$ cat config.mk
export PLATFORM = sky130hd
export DESIGN_NAME = uart_rx_framed
export DESIGN_NICKNAME = d
export VERILOG_FILES = /design/src/rtl/uart_rx_framed.sv
export SDC_FILE = /design/constraint.sdc
export NUM_CORES = 1
export LEC_CHECK = 0
export ABC_AREA = 1
export CORE_ASPECT_RATIO = 0.9
export CORE_MARGIN = 3
export CORE_UTILIZATION = 64
export CTS_BUF_LIST = sky130_fd_sc_hd__clkbuf_8 sky130_fd_sc_hd__clkbuf_16
export CTS_CLUSTER_DIAMETER = 60
export DETAILED_ROUTE_END_ITERATION = 8
export DONT_BUFFER_PORTS = 1
export HOLD_SLACK_MARGIN = 0.1
export PLACE_DENSITY = 0.8
export SETUP_SLACK_MARGIN = 0.15
export SYNTH_ARGS = -nofsm -noshare
export SYNTH_HDL_FRONTEND = slang
export SYNTH_SLANG_ARGS = --single-unit
$ cat constraint.sdc
create_clock -name i_clk -period 4.05 [get_ports i_clk]
set_input_delay 0.405 -clock i_clk [delete_from_list [all_inputs] [get_ports i_clk]]
set_output_delay 0.405 -clock i_clk [all_outputs]
set_load 0.02 [all_outputs]
$ cat src/rtl/uart_rx_framed.sv
// Oversampling UART receiver: 2-flop synchroniser, 2-of-3 majority bit decisions,
// optional odd/even parity, 1 or 2 stop bits, framing/parity flags latched at frame end.
module uart_rx_framed #(
  parameter int CLKS_PER_BIT = 434,
  parameter int DATA_BITS    = 8,
  parameter int PARITY       = 0,
  parameter int STOP_BITS    = 1
) (
  input  logic                 i_clk,
  input  logic                 i_rst,
  input  logic                 i_rx,
  output logic                 o_rx_byte_rdy,
  output logic [DATA_BITS-1:0] o_rx_byte,
  output logic                 o_parity_err,
  output logic                 o_frame_err,
  output logic                 o_busy
);

  localparam int            CW        = $clog2(CLKS_PER_BIT);
  localparam logic [CW-1:0] CNT_LAST  = CW'(CLKS_PER_BIT - 1);
  localparam logic [CW-1:0] CNT_HALF  = CW'((CLKS_PER_BIT - 1) / 2);
  localparam logic [CW-1:0] CNT_S0    = CW'(CLKS_PER_BIT - 3);
  localparam logic [CW-1:0] CNT_S1    = CW'(CLKS_PER_BIT - 2);
  localparam logic [3:0]    LAST_DATA = 4'(DATA_BITS - 1);
  localparam logic [3:0]    LAST_STOP = 4'(STOP_BITS - 1);
  localparam bit            HAS_PAR   = (PARITY != 0);

  typedef enum logic [2:0] {
    S_IDLE      = 3'd0,
    S_START     = 3'd1,
    S_DATA      = 3'd2,
    S_PARITY    = 3'd3,
    S_STOP      = 3'd4,
    S_DONE      = 3'd5,
    S_WAIT_HIGH = 3'd6
  } state_t;

  state_t               state, state_nxt;
  logic                 rx_meta, rxs;
  logic [CW-1:0]        cnt;
  logic [3:0]           bit_idx;
  logic [1:0]           samp;
  logic [DATA_BITS-1:0] shreg;
  logic                 par_x;
  logic                 ferr_acc;
  logic                 in_bit, bit_tick, maj, stop_last, par_err;

  always_ff @(posedge i_clk) begin
    if (i_rst) begin
      rx_meta <= 1'b1;
      rxs     <= 1'b1;
    end else begin
      rx_meta <= i_rx;
      rxs     <= rx_meta;
    end
  end

  assign in_bit    = (state == S_DATA) || (state == S_PARITY) || (state == S_STOP);
  assign bit_tick  = in_bit && (cnt == CNT_LAST);
  // Two earlier samples plus the live value taken at the decision count
  assign maj       = (samp[0] & samp[1]) | (samp[0] & rxs) | (samp[1] & rxs);
  assign stop_last = (state == S_STOP) && bit_tick && (bit_idx == LAST_STOP);

  always_comb begin
    par_err = 1'b0;
    if (PARITY == 1) par_err = ~par_x;
    else if (PARITY == 2) par_err = par_x;
  end

  always_ff @(posedge i_clk) begin
    if (i_rst) state <= S_IDLE;
    else       state <= state_nxt;
  end

  always_comb begin
    state_nxt = state;
    case (state)
      S_IDLE:      if (!rxs) state_nxt = S_START;
      S_START:     if (cnt == CNT_HALF) state_nxt = rxs ? S_IDLE : S_DATA;
      S_DATA:      if (bit_tick && bit_idx == LAST_DATA) state_nxt = HAS_PAR ? S_PARITY : S_STOP;
      S_PARITY:    if (bit_tick) state_nxt = S_STOP;
      S_STOP:      if (stop_last) state_nxt = S_DONE;
      S_DONE:      state_nxt = rxs ? S_IDLE : S_WAIT_HIGH;
      S_WAIT_HIGH: if (rxs) state_nxt = S_IDLE;
      default:     state_nxt = S_IDLE;
    endcase
  end

  always_ff @(posedge i_clk) begin
    if (i_rst) begin
      cnt <= '0;
    end else begin
      case (state)
        S_START: cnt <= (cnt == CNT_HALF) ? '0 : cnt + 1'b1;
        S_DATA, S_PARITY, S_STOP: cnt <= bit_tick ? '0 : cnt + 1'b1;
        default: cnt <= '0;
      endcase
    end
  end

  always_ff @(posedge i_clk) begin
    if (i_rst) begin
      samp     <= 2'b11;
      bit_idx  <= '0;
      shreg    <= '0;
      par_x    <= 1'b0;
      ferr_acc <= 1'b0;
    end else begin
      if (in_bit && cnt == CNT_S0) samp[0] <= rxs;
      if (in_bit && cnt == CNT_S1) samp[1] <= rxs;
      case (state)
        S_IDLE: begin
          bit_idx  <= '0;
          par_x    <= 1'b0;
          ferr_acc <= 1'b0;
        end
        S_DATA: if (bit_tick) begin
          shreg   <= {maj, shreg[DATA_BITS-1:1]};
          par_x   <= par_x ^ maj;
          bit_idx <= (bit_idx == LAST_DATA) ? '0 : bit_idx + 4'd1;
        end
        S_PARITY: if (bit_tick) begin
          par_x   <= par_x ^ maj;
          bit_idx <= '0;
        end
        S_STOP: if (bit_tick) begin
          ferr_acc <= ferr_acc | ~maj;
          bit_idx  <= bit_idx + 4'd1;
        end
        default: ;
      endcase
    end
  end

  // Results are loaded on the final stop decision so they are valid in the DONE cycle
  always_ff @(posedge i_clk) begin
    if (i_rst) begin
      o_rx_byte    <= '0;
      o_parity_err <= 1'b0;
      o_frame_err  <= 1'b0;
    end else if (stop_last) begin
      o_rx_byte    <= shreg;
      o_parity_err <= par_err;
      o_frame_err  <= ferr_acc | ~maj;
    end
  end

  assign o_rx_byte_rdy = (state == S_DONE);
  assign o_busy        = (state != S_IDLE);

endmodule

# Word level (Yosys, flattened, before mapping)
# Cells that the tools add are included.
word_totals:
  register_bits: 38
  input_bits: 3
  output_inout_bits: 12
  wordCells: 76
op_classes:
  add_sub_neg: 2
  n_eq_ne: 19
  mux: 19
  bitwise: 7
  n_reduce_logical: 18
op_table:
  columns: ["op", "count"]
  rows:
  - ["$eq A9 B9 Y1 const B", 3]
  - ["$mux W3", 7]
  - ["$pmux W3 S7", 1]
  - ["$mux W9", 2]
  - ["$pmux W9 S2", 1]
  - ["$mux W4", 4]
  - ["$pmux W4 S4", 1]
  - ["$ne A2 B2 Y1 const B", 7]
  - ["$add A9 B1 Y9 const B", 1]
  - ["$eq A3 B3 Y1 const B", 3]
  - ["$eq A9 B8 Y1 const B", 1]
  - ["$eq A3 B2 Y1 const B", 2]
  - ["$logic_and A1 B1 Y1", 6]
  - ["$reduce_and A6 Y1", 1]
  - ["$add A4 B1 Y4 const B", 1]
  - ["$eq A4 B3 Y1 const B", 1]
  - ["$logic_not A4 Y1", 1]
  - ["$reduce_and A2 Y1", 2]
  - ["$reduce_and A4 Y1", 1]
  - ["$reduce_bool A4 Y1", 1]
  - ["$and A1 B1 Y1", 3]
  - ["$eq A3 B1 Y1 const B", 1]
  - ["$logic_not A3 Y1", 1]
  - ["$or A1 B1 Y1", 3]
  - ["other kinds (9)", 10]

# Depth between registers and ports, before layout
logic_depth:
  depth_word: 8
  mapped_depth: 12
  depth_no_buf: 12

# Least setup slack after synthesis
# Ideal clock, no wire load.
synth_path:
  path_kind: "register to register"
  startpoint: "register cnt[1]"
  endpoint: "register o_frame_err"
  setup_ps: 66
  arrival_time_ps: 1348
  required_ps: 3984
  slack_ps: 2636
  path_stages_with_launch: 12
  n_path_buf: 1
  period_less_slack_ps: 1414
  cell_sequence: "dfxtp_1 inv_1 ha_1 nand2_1 nor2_1 nand2_4 clkinv_2 nand2_4 nor2_8 buf_8 nand2_2 a21oi_2"
synth_between:
  elab_chain_cells: 4
synth_lines:
  columns: ["element", "line", "text"]
  rows:
  - ["start: declaration", "40", "logic [CW-1:0] cnt;"]
  - ["start signal: assignment", "94", "S_START: cnt <= (cnt == CNT_HALF) ? '0 : cnt + 1'b1;"]
  - ["start signal: assignment", "95", "S_DATA, S_PARITY, S_STOP: cnt <= bit_tick ? '0 : cnt + 1'b1;"]
  - ["$eq A9 B9 Y1", "59", "assign bit_tick = in_bit && (cnt == CNT_LAST);"]
  - ["$logic_and A1 B1 Y1", "59", null]
  - ["$logic_and A1 B1 Y1 (2 in a row)", "62", "assign stop_last = (state == S_STOP) && bit_tick && (bit_idx == LAST_STOP);"]
  - ["end signal: assignment", "144", "o_frame_err <= ferr_acc | ~maj;"]
  - ["end: declaration", "15", "output logic o_frame_err,"]
# No other way between the ends.
# A chain may end at the register's enable or synchronous reset.

# Worst setup path in the final report
layout_path:
  startpoint: "register state[2]"
  endpoint: "output o_rx_byte_rdy"
layout_between:
  elab_chain_cells: 1
layout_lines:
  columns: ["element", "line", "text"]
  rows:
  - ["start: declaration", "38", "state_t state, state_nxt;"]
  - ["start signal: assignment", "72", "else state <= state_nxt;"]
  - ["$eq A3 B3 Y1", "148", "assign o_rx_byte_rdy = (state == S_DONE);"]
  - ["end: declaration", "12", "output logic o_rx_byte_rdy,"]
# No other way between the ends.

==> results.cfg <==
[timing]
finalCritPeriodShare = 0.406
fin_hold_ws_ns = 0.165
max_slew_margin = 0.618
setup_violations = 0
slew_violations = 0
skew_ns = 0.00666
finalWorstSetupSlack_ns = 2.40
rsz0062_at_grt = false
setup_tns_ns = 0
min_period_ns = 1.65
tightestPinTransition_ns = 0.572
timing_hold_violations_final = 0
fmax_ghz = 0.608

[pwr]
switching_share = 0.368
switchingPower_mw = 0.397
total_power_mw = 1.08
vdd_drop_max_mv = 0.421
pwr-share-seq = 0.403
clkPwrFrac = 0.296
power.internal_mw = 0.682
p_comb_frac = 0.301
power_density_nw_per_um2 = 573
p_leak_nw = 0.791

[floorplanning]
die_h_um = 55.8
core_area_um2 = 2530
initial_utilization = 0.697
io_pins = 15
fp.dieW_um = 61.3
die_area_um2 = 3420
std_cell_rows = 17

[critical_path]
rrSetupSlack_ns = 2.44
crit_type = reg -> out
r2r-end = o_rx_byte[2]$_SDFFE_PP0P_
r2r_cells = 11
cp.arrival_ns = 1.24
endpoint_kind = primary output
start_kind = flip-flop
crit_start = state[2]$_SDFFE_PP0P_
worstPathRequired_ns = 3.64
crit_fanout = 6
rr_startpoint = cnt[1]$_SDFF_PP0_

[global_routing]
antenna_found_initial = 0
grt_max_degree = 23
grtUsageTotal = 0.212
grt_pass1_wl_um = 5480
grt_pass1_vias = 1277
overflow = 0

[clocking]
post_cts_resized = 0
cts_buffers = 5
clk_pin_slew_ns = 0.07
htreeDepth = 2
cts_tree = done
postCtsSetupBuffers = 0
cts_hold_buf = 0
clk_path_buf_depth = 2
clock_sink_count = 38
clkLatencyLatePin_ns = 0.29
cts_root_buffer = clkbuf_8

[route]
drt_iter0_markers = 84
routedWlPerCell_um = 12.3
drc = 0
firstDrtPassIters = 4
via_per_inst = 5.44
routed_wl_um = 3240
vias = 1435
ant_nets = 0

[logic_synthesis]
netlist_top_cells_area = dfxtp_1 43%, nand2_1 8.3%, nor2_1 7.7%
yosys.area.top_type = dfxtp_1
synth_top_area_frac = 0.431
syn_area_um2 = 1760
synth_cell_types = 31
yosys_warnings = 0
netlist_instances = 232
synth_seq_area_share = 0.431
syn-num-nets = 240
ys_ff_latch = 38
avgSynthCellArea_um2 = 7.60

[placed_design]
place_ws_ns = 2.45
post_dp_cell_area_um2 = 1770
gp_congestion = 0.837
hpwlAfterDp_um = 2370
io_buffers = 0

[finish]
area_growth_pct = 6.67
n_antenna_cell = 0
nNetsFinal = 243
final_common_cell = nand2_1
stdcell_area_um2 = 1880
drive_gt1_frac = 0.140
mostFrequentLayoutCells = 39 x nand2_1, 38 x dfxtp_1, 36 x nor2_1

[worst_hold_path]
hold_path.class = in -> reg
hold_depth = 1
min-delay-start = i_rst
holdPathEnd = o_frame_err$_SDFFE_PP0P_

[status]
status = finished, final reports clean

[job]
max_cap_viol_count = 0
## power by group through the flow
| stage | clock network, mW | registers [mW] | logic [mW] |
|---|---|---|---|
| 2_1_floorplan | 0 | 0.435 | 0.271 |
| 3_3_place_gp | 0 | 0.440 | 0.310 |
| 3_5_place_dp | 0 | 0.442 | 0.321 |
| 4_1_cts | 0.325 | 0.433 | 0.324 |
| 5_1_grt | 0.350 | 0.439 | 0.371 |
| 6_report | 0.319 | 0.434 | 0.325 |
## critical path: stages (launching register included)
cell and delay, ns:
dfxtp_1 0.46, inv_2 0.11, nor2_1 0.38
## layout make-up
type	instances	area, µm²
Sequential cell	38	761
Clock inverter	3	45.0
Tap cell	28	35.0
Multi-Input combinational cell	161	862
Inverter	29	110
Fill cell	192	649
Clock buffer	5	68.8
## how the worst max path moves through the flow
| stage | to | depth (start not counted) |
|---|---|---|
| CTS | o_rx_byte_rdy | 2 |
| detailed placement | o_rx_byte[6]$_SDFFE_PP0P_ | 11 |
| floorplan | o_frame_err$_SDFFE_PP0P_ | 11 |
| global placement | o_rx_byte[4]$_SDFFE_PP0P_ | 11 |
| finish | o_rx_byte_rdy | 2 |
| global route | state[1]$_SDFFE_PP0P_ | 10 |
## layer usage
metal  GRT usage  vias up  part of all wire
met3      0.0835        9             0.060
met1       0.265      653              0.46
met4      0.0879        0             0.024
met5           0        -                 0
met2       0.320       38              0.46
li1            -      735                 -
## cell usage after synthesis
master     n
nand2_2    3
nor2_1    36
a31oi_1    1
inv_2      6
buf_8      1
o21ai_1    8
nor3_2     2
nor2_4     3
maj3_1     1
or2_2      2
clkinv_2   1
o21ai_0   18
nor3b_1    1
buf_4      1
nand2_1   39
a21oi_2    2
nor2_8     1
conb_1     1
nand3_1    7
xor2_1     6
clkbuf_1   1
inv_1     22
dfxtp_1   38
xnor2_1    1
o21ai_2    2
ha_1       5
a21oi_1   16
nor3_1     3
nor2_2     1
nand2_4    2
buf_2      1
## stage by stage
step                utilization  cells
floorplan                     -    232
global placement          0.698    256
detailed placement        0.698    256
CTS                       0.743    264
global route              0.743    264
finish                    0.743    264
## state kept, by name, indices dropped and copies added, names as in the netlist
register     cells
rxs              1
state            3
samp             2
bit_idx          4
rx_meta          1
o_rx_byte        8
ferr_acc         1
cnt              9
o_frame_err      1
shreg            8
## cell families (layout without fill, tap and decap cells)
kind of cell | Yosys count | count (layout) | share of synthesized area
XOR/XNOR | 7 | 7 | 0.0348
flip-flops | 38 | 38 | 0.431
buffers and inverters | 33 | 37 | 0.0801
adder cells (fa/ha/maj) | 6 | 6 | 0.0411
other | 1 | 1 | 0.00213
AO/OA/AOI/OAI | 47 | 47 | 0.143
AND/OR/NAND/NOR | 100 | 100 | 0.268
No activity file was read; power rests on OpenSTA's default activity.
